--- config.mk ---
export PLATFORM = sky130hd
export DESIGN_NAME = multi_crack_ctrl
export DESIGN_NICKNAME = d
export VERILOG_FILES = /design/src/rtl/crack_pkg.sv /design/src/rtl/crack_slot.sv /design/src/rtl/multi_crack_ctrl.sv
export SDC_FILE = /design/constraint.sdc
export NUM_CORES = 1
export LEC_CHECK = 0
export ABC_AREA = 1
export CORE_MARGIN = 8
export CORE_UTILIZATION = 56
export DETAILED_ROUTE_END_ITERATION = 10
export GPL_ROUTABILITY_DRIVEN = 0
export PLACE_DENSITY_LB_ADDON = 0.15
export SETUP_SLACK_MARGIN = 0.1
export SYNTH_ARGS = -nofsm -noshare
export SYNTH_HDL_FRONTEND = slang
export SYNTH_SLANG_ARGS = --single-unit
--- constraint.sdc ---
create_clock -name clk -period 3.05 [get_ports clk]
set_clock_uncertainty 0.15 [all_clocks]
set_input_delay 0.7625 -clock clk [delete_from_list [all_inputs] [get_ports clk]]
set_output_delay 0.7625 -clock clk [all_outputs]
set_load 0.01 [all_outputs]
--- src/rtl/crack_pkg.sv ---
// Shared types for the RC4 key-search controller: top/slot state encodings and index-width helper.
// No logic; imported by crack_slot and multi_crack_ctrl.
package crack_pkg;

    typedef enum logic [2:0] {
        IDLE    = 3'd0,
        RUN     = 3'd1,
        DRAIN   = 3'd2,
        SUCCESS = 3'd3,
        FAILURE = 3'd4
    } top_state_e;

    typedef enum logic [2:0] {
        S_IDLE  = 3'd0,
        S_ISSUE = 3'd1,
        S_WAIT  = 3'd2,
        S_CHECK = 3'd3,
        S_ACK   = 3'd4
    } slot_state_e;

    // Width of a core index; one extra bit keeps a single-core build at width 1.
    function automatic int CORE_IDX_W(input int n);
        return $clog2(n) + 1;
    endfunction

endpackage

--- src/rtl/crack_slot.sv ---
// One engine slot: latches a granted key, pulses core_start one cycle after the grant, then acks the result.
// Holds core_ack until the engine drops both valid and invalid; never accepts a grant unless idle.
module crack_slot
    import crack_pkg::*;
#(
    parameter int KEY_WIDTH = 24
) (
    input  logic                 clk,
    input  logic                 reset,
    input  logic                 grant,
    input  logic [KEY_WIDTH-1:0] grant_key,
    input  logic                 core_finish,
    input  logic                 core_valid,
    input  logic                 core_invalid,
    output logic                 core_start,
    output logic [KEY_WIDTH-1:0] core_key,
    output logic                 core_ack,
    output logic                 idle,
    output logic                 result_valid,
    output logic                 result_take,
    output logic [KEY_WIDTH-1:0] result_key
);

    slot_state_e          state_q, state_d;
    logic [KEY_WIDTH-1:0] key_q, key_d;
    logic                 start_q, start_d;
    logic                 ack_q, ack_d;

    always_comb begin
        state_d = state_q;
        key_d   = key_q;
        start_d = 1'b0;
        ack_d   = ack_q;
        case (state_q)
            S_IDLE:  if (grant) begin
                         state_d = S_ISSUE;
                         key_d   = grant_key;
                     end
            S_ISSUE: begin
                         state_d = S_WAIT;
                         start_d = 1'b1;
                     end
            S_WAIT:  if (core_finish) state_d = S_CHECK;
            // A finish with neither flag raised parks here until the engine decides.
            S_CHECK: if (core_valid || core_invalid) begin
                         state_d = S_ACK;
                         ack_d   = 1'b1;
                     end
            S_ACK:   if (!core_valid && !core_invalid) begin
                         state_d = S_IDLE;
                         ack_d   = 1'b0;
                     end
            default: state_d = S_IDLE;
        endcase
    end

    always_ff @(posedge clk) begin
        if (reset) begin
            state_q <= S_IDLE;
            key_q   <= '0;
            start_q <= 1'b0;
            ack_q   <= 1'b0;
        end else begin
            state_q <= state_d;
            key_q   <= key_d;
            start_q <= start_d;
            ack_q   <= ack_d;
        end
    end

    assign core_start   = start_q;
    assign core_key     = key_q;
    assign core_ack     = ack_q;
    assign result_key   = key_q;
    assign idle         = (state_q == S_IDLE);
    assign result_valid = (state_q == S_CHECK) && core_valid;
    assign result_take  = (state_q == S_CHECK) && (core_valid || core_invalid);

endmodule

--- src/rtl/multi_crack_ctrl.sv ---
// Multi-core RC4 key-search controller; CRACK_PERF_EN adds keys_tested/cycle_count counters.
// First core_start two cycles after start; one key grant per cycle to the lowest idle slot, none once a valid result is seen.
module multi_crack_ctrl
    import crack_pkg::*;
#(
    parameter int                   NUM_CORES = 4,
    parameter int                   KEY_WIDTH = 24,
    parameter logic [KEY_WIDTH-1:0] KEY_MIN   = '0,
    parameter logic [KEY_WIDTH-1:0] KEY_MAX   = '1
) (
    input  logic                           clk,
    input  logic                           reset,
    input  logic                           start,
    output logic [NUM_CORES-1:0]           core_start,
    output logic [NUM_CORES*KEY_WIDTH-1:0] core_key,
    input  logic [NUM_CORES-1:0]           core_finish,
    input  logic [NUM_CORES-1:0]           core_valid,
    input  logic [NUM_CORES-1:0]           core_invalid,
    output logic [NUM_CORES-1:0]           core_ack,
    output logic                           busy,
    output logic                           crack_success,
    output logic                           crack_failure,
    output logic [KEY_WIDTH-1:0]           successful_key,
    output logic [CORE_IDX_W(NUM_CORES)-1:0] successful_core,
    output logic [2:0]                     crack_state
`ifdef CRACK_PERF_EN
    ,
    output logic [KEY_WIDTH:0]             keys_tested,
    output logic [31:0]                    cycle_count
`endif
);

    localparam int IDX_W = CORE_IDX_W(NUM_CORES);

    logic [NUM_CORES-1:0] slot_idle, slot_valid, slot_take, grant;
    logic [KEY_WIDTH-1:0] slot_key [NUM_CORES];

    top_state_e           state_q, state_d;
    logic [KEY_WIDTH:0]   next_key_q, next_key_d;
    logic                 succ_q, succ_d, fail_q, fail_d, busy_q, busy_d;
    logic [KEY_WIDTH-1:0] skey_q, skey_d, win_key;
    logic [IDX_W-1:0]     score_q, score_d, win_idx;
    logic                 exhausted, any_valid, all_idle, start_accept;
    int                   gidx;

    for (genvar g = 0; g < NUM_CORES; g++) begin : g_slot
        crack_slot #(.KEY_WIDTH(KEY_WIDTH)) u_slot (
            .clk          (clk),
            .reset        (reset),
            .grant        (grant[g]),
            .grant_key    (next_key_q[KEY_WIDTH-1:0]),
            .core_finish  (core_finish[g]),
            .core_valid   (core_valid[g]),
            .core_invalid (core_invalid[g]),
            .core_start   (core_start[g]),
            .core_key     (core_key[g*KEY_WIDTH +: KEY_WIDTH]),
            .core_ack     (core_ack[g]),
            .idle         (slot_idle[g]),
            .result_valid (slot_valid[g]),
            .result_take  (slot_take[g]),
            .result_key   (slot_key[g])
        );
    end

    always_comb begin
        exhausted    = next_key_q > {1'b0, KEY_MAX};
        any_valid    = |slot_valid;
        all_idle     = &slot_idle;
        start_accept = start && (state_q == IDLE || state_q == SUCCESS || state_q == FAILURE);
        win_idx      = '0;
        win_key      = '0;
        gidx         = 0;
        // Descending scans leave the lowest matching index in place.
        for (int i = NUM_CORES - 1; i >= 0; i--) begin
            if (slot_valid[i]) begin
                win_idx = IDX_W'(i);
                win_key = slot_key[i];
            end
            if (slot_idle[i]) gidx = i;
        end
        grant = '0;
        if (state_q == RUN && !exhausted && !any_valid && |slot_idle)
            grant = NUM_CORES'(1) << gidx;
    end

    always_comb begin
        state_d    = state_q;
        next_key_d = next_key_q;
        succ_d     = succ_q;
        fail_d     = fail_q;
        skey_d     = skey_q;
        score_d    = score_q;
        if (start_accept) begin
            state_d    = RUN;
            next_key_d = {1'b0, KEY_MIN};
            succ_d     = 1'b0;
            fail_d     = 1'b0;
            skey_d     = '0;
            score_d    = '0;
        end else begin
            case (state_q)
                RUN: begin
                    if (any_valid) begin
                        state_d = DRAIN;
                        skey_d  = win_key;
                        score_d = win_idx;
                    end else if (exhausted && all_idle) begin
                        state_d = FAILURE;
                        fail_d  = 1'b1;
                    end
                    if (|grant) next_key_d = next_key_q + (KEY_WIDTH+1)'(1);
                end
                DRAIN: if (all_idle) begin
                    state_d = SUCCESS;
                    succ_d  = 1'b1;
                end
                IDLE, SUCCESS, FAILURE: ;
                default: state_d = IDLE;
            endcase
        end
        busy_d = (state_d == RUN) || (state_d == DRAIN);
    end

    always_ff @(posedge clk) begin
        if (reset) begin
            state_q    <= IDLE;
            next_key_q <= {1'b0, KEY_MIN};
            succ_q     <= 1'b0;
            fail_q     <= 1'b0;
            busy_q     <= 1'b0;
            skey_q     <= '0;
            score_q    <= '0;
        end else begin
            state_q    <= state_d;
            next_key_q <= next_key_d;
            succ_q     <= succ_d;
            fail_q     <= fail_d;
            busy_q     <= busy_d;
            skey_q     <= skey_d;
            score_q    <= score_d;
        end
    end

    assign busy            = busy_q;
    assign crack_success   = succ_q;
    assign crack_failure   = fail_q;
    assign successful_key  = skey_q;
    assign successful_core = score_q;
    assign crack_state     = state_q;

`ifdef CRACK_PERF_EN
    logic [KEY_WIDTH:0] keys_q, keys_d;
    logic [31:0]        cyc_q, cyc_d;

    always_comb begin
        keys_d = keys_q;
        cyc_d  = cyc_q;
        if (start_accept) begin
            keys_d = '0;
            cyc_d  = '0;
        end else if (state_q == RUN || state_q == DRAIN) begin
            for (int i = 0; i < NUM_CORES; i++)
                if (slot_take[i]) keys_d = keys_d + (KEY_WIDTH+1)'(1);
            if (cyc_q != '1) cyc_d = cyc_q + 32'd1;
        end
    end

    always_ff @(posedge clk) begin
        if (reset) begin
            keys_q <= '0;
            cyc_q  <= '0;
        end else begin
            keys_q <= keys_d;
            cyc_q  <= cyc_d;
        end
    end

    assign keys_tested = keys_q;
    assign cycle_count = cyc_q;
`endif

endmodule

==> out/results.txt <==
Vias per Instance -> 5.58
GR Util met1 -> 35.1%
TritonCTS Sinks -> 173
area of the multi-input gates -> 3440 um2
Core Box Area -> 13700 um2
status -> completed
CTS tree -> yes
Final setup viols -> 0
Critical Path RT -> 3.24 ns
Static Leak -> 3.50 nW
Synth warnings -> 0
GRT Total Usage -> 25.1%
Max clock buf depth -> 2
most used routing layer -> met2
Setup Fix Bufs, Post-CTS -> 0
Die ar. -> 17900 um2
number of fill cells -> 1131
Reg area -> 3460 um2
CTS buffer count -> 17
Seq/Total Area, Yosys -> 44.5%
setup TNS -> 0 ns
WS Path Type -> reg2reg
post-synthesis cell area -> 7790 um2
Crit. End Element -> register
Detailed Route WL -> 23400 um
global-route wire length before repair -> 36200 um
share of cells above drive strength 1 -> 7.23%
area share of the largest cell type after synthesis -> 44.5%
Max Freq -> 362 MHz
via count -> 7724
synthesis-to-layout area growth -> 28.2%
DR WL/cell -> 16.9 um
H-tree level count -> 4
top area cells in the synthesized netlist -> dfxtp_1, a21oi_1, o21ai_0
DP HPWL -> 17100 um
Pre-Repair DR Iteration Count -> 7
Rows -> 43
Tightest Hold Check Type -> reg2reg
clock-pin transition on the worst setup and hold timing paths -> 0.07 ns
CP Launch Type -> register
drt initial violations -> 837
Die W -> 134 um
Initial Util -> 56.8%
post_cts resized -> 0
drt drc -> 0
Avg Inst Size Synth -> 7.27 um2
worst-skew pair later-pin latency -> 0.42 ns
GR Util met2 -> 36.9%
post-route ant nets -> 0
# nets final -> 1206
I/O pins -> 152
largest net degree at the start of global routing -> 52
min cycle time layout -> 2.76 ns
clock root buffer -> clkbuf_16
crit path DAT -> 2.95 ns
number of synthesized register bits -> 173
fin util -> 72.8%
maximum fanout along the worst path -> 18
Unique masters post-synth -> 39
gr ovfl total -> 0
Max-cap violations -> 0
hold_buf cts -> 0
vias in the first global route -> 6774
final hold violations -> 0
leading area contributor after synthesis -> dfxtp_1
Post-Syn Nets -> 1087
initial antenna violation count -> 0
met3 track demand over resource -> 6.06%
Mapped Cells -> 1071
final period utilization -> 90.5%
pwr/cell area -> 566 nW/um2
Worst VDD drop -> 0.000391 V
IO buf count -> 150
die height -> 134 um
Pins Over Slew Limit -> 0
RSZ-0062 raised after global routing -> no
# diodes -> 0
-- path summary, 6_finish.rpt --
kind	slack, ns	start	end	cells after the start
setup / recovery	0.29	next_key_q[1]	next_key_q[3]	11
hold / removal	0.31	crack_failure	crack_failure	2
setup reg to reg	0.29	next_key_q[1]	next_key_q[3]	11
hold reg to reg	0.31	crack_failure	crack_failure	2
-- Yosys cell counts --
library cell and count:
a211oi_1 4, a21oi_1 141, a21oi_2 15, a31oi_1 26, buf_1 1, buf_2 18, buf_4 10, buf_6 5
clkbuf_1 38, clkbuf_2 1, clkinv_1 1, conb_1 1, dfxtp_1 173, ha_1 1, inv_1 133, inv_2 2
nand2_1 119, nand2_2 2, nand2_4 1, nand3_1 20, nand3_2 2, nand3_4 1, nand3b_1 2, nand4_1 10
nand4_2 1, nor2_1 139, nor2_2 4, nor2_8 1, nor3_1 21, nor3_2 1, nor3b_2 1, nor4_1 4
o2111ai_1 1, o211a_1 1, o21a_1 4, o21ai_0 109, o21ai_1 23, o31ai_1 24, xor2_1 10
-- layout by cell type (no fill, tap or decap), types with 10 or more instances in the layout --
cell type / instances
dfxtp_1: 173
clkdlybuf4s50_1: 150
a21oi_1: 141
nor2_1: 139
inv_1: 132
nand2_1: 119
o21ai_0: 109
a31oi_1: 26
o31ai_1: 24
o21ai_1: 23
nor3_1: 21
nand3_1: 20
clkbuf_16: 17
a21oi_2: 15
buf_4: 15
nand4_1: 10
xor2_1: 10
-- worst max-delay path, cell delays in order (launching register included) --
cell and delay (ns):
dfxtp_1 0.47, ha_1 0.30, nand3_1 0.19, inv_1 0.14, nand2_1 0.13, nor2_1 0.13, nand2_1 0.09, nand2_4 0.14
nand3_4 0.24, inv_2 0.36, nand3_1 0.15, a21oi_1 0.20
-- stage by stage --
step	instance area [um2]	hold slack (ns)	total power, mW	setup slack (ns)	std cells
floorplan	7790	0.320	3.15	0.850	1071
detailed placement	9410	0.295	3.60	0.0929	1351
global placement	9410	0.293	3.59	0.158	1351
CTS	9980	0.307	5.65	0.354	1383
finish	9980	0.306	5.66	0.288	1383
global route	9980	0.322	5.87	0.139	1383
-- per-layer routing --
| metal | up-vias | wire length, um |
|---|---|---|
| met2 | 364 | 10300 |
| met1 | 3544 | 10300 |
| met5 | - | 0 |
| met3 | 40 | 2250 |
| met4 | 0 | 504 |
| li1 | 3776 | - |
-- cell families (layout without fill, tap and decap cells) --
logic type / count (synthesis) / in the layout / share of synthesized area [%]
compound gates: 348 / 348 / 24.6
simple gates: 329 / 329 / 18.2
buf+inv: 209 / 341 / 11.3
flops: 173 / 173 / 44.5
xor+xnor: 10 / 10 / 1.12
fa+ha+maj: 1 / 1 / 0.161
other cells: 1 / 1 / 0.0482
-- where the power goes --
| group | internal, mW | switching, mW | leakage (nW) | total (mW) |
|---|---|---|---|---|
| Combinational | 0.441 | 0.591 | 1.83 | 1.03 |
| Sequential | 2.41 | 0.129 | 1.40 | 2.54 |
| Clock | 1.17 | 0.916 | 0.264 | 2.08 |
-- layout make-up --
cell class | count | area share (%)
flip-flops and latches | 173 | 34.7
multi-input cells | 689 | 34.5
repair buffers | 173 | 17.8
inverters | 136 | 5.11
clock buffers | 19 | 4.54
well taps | 180 | 2.26
clock inverters | 13 | 1.17
-- sequential cells by signal, summed over array words and instances (netlist names), 2 cells and up --
signal and cells:
successful_core 2, g_slot.u_slot.core_ack 4, g_slot.u_slot.core_key 96, successful_key 24, crack_state 3, g_slot.u_slot.core_start 4
next_key_q 25, g_slot.u_slot.state_q 12
Power figures use the tool's default switching activity.
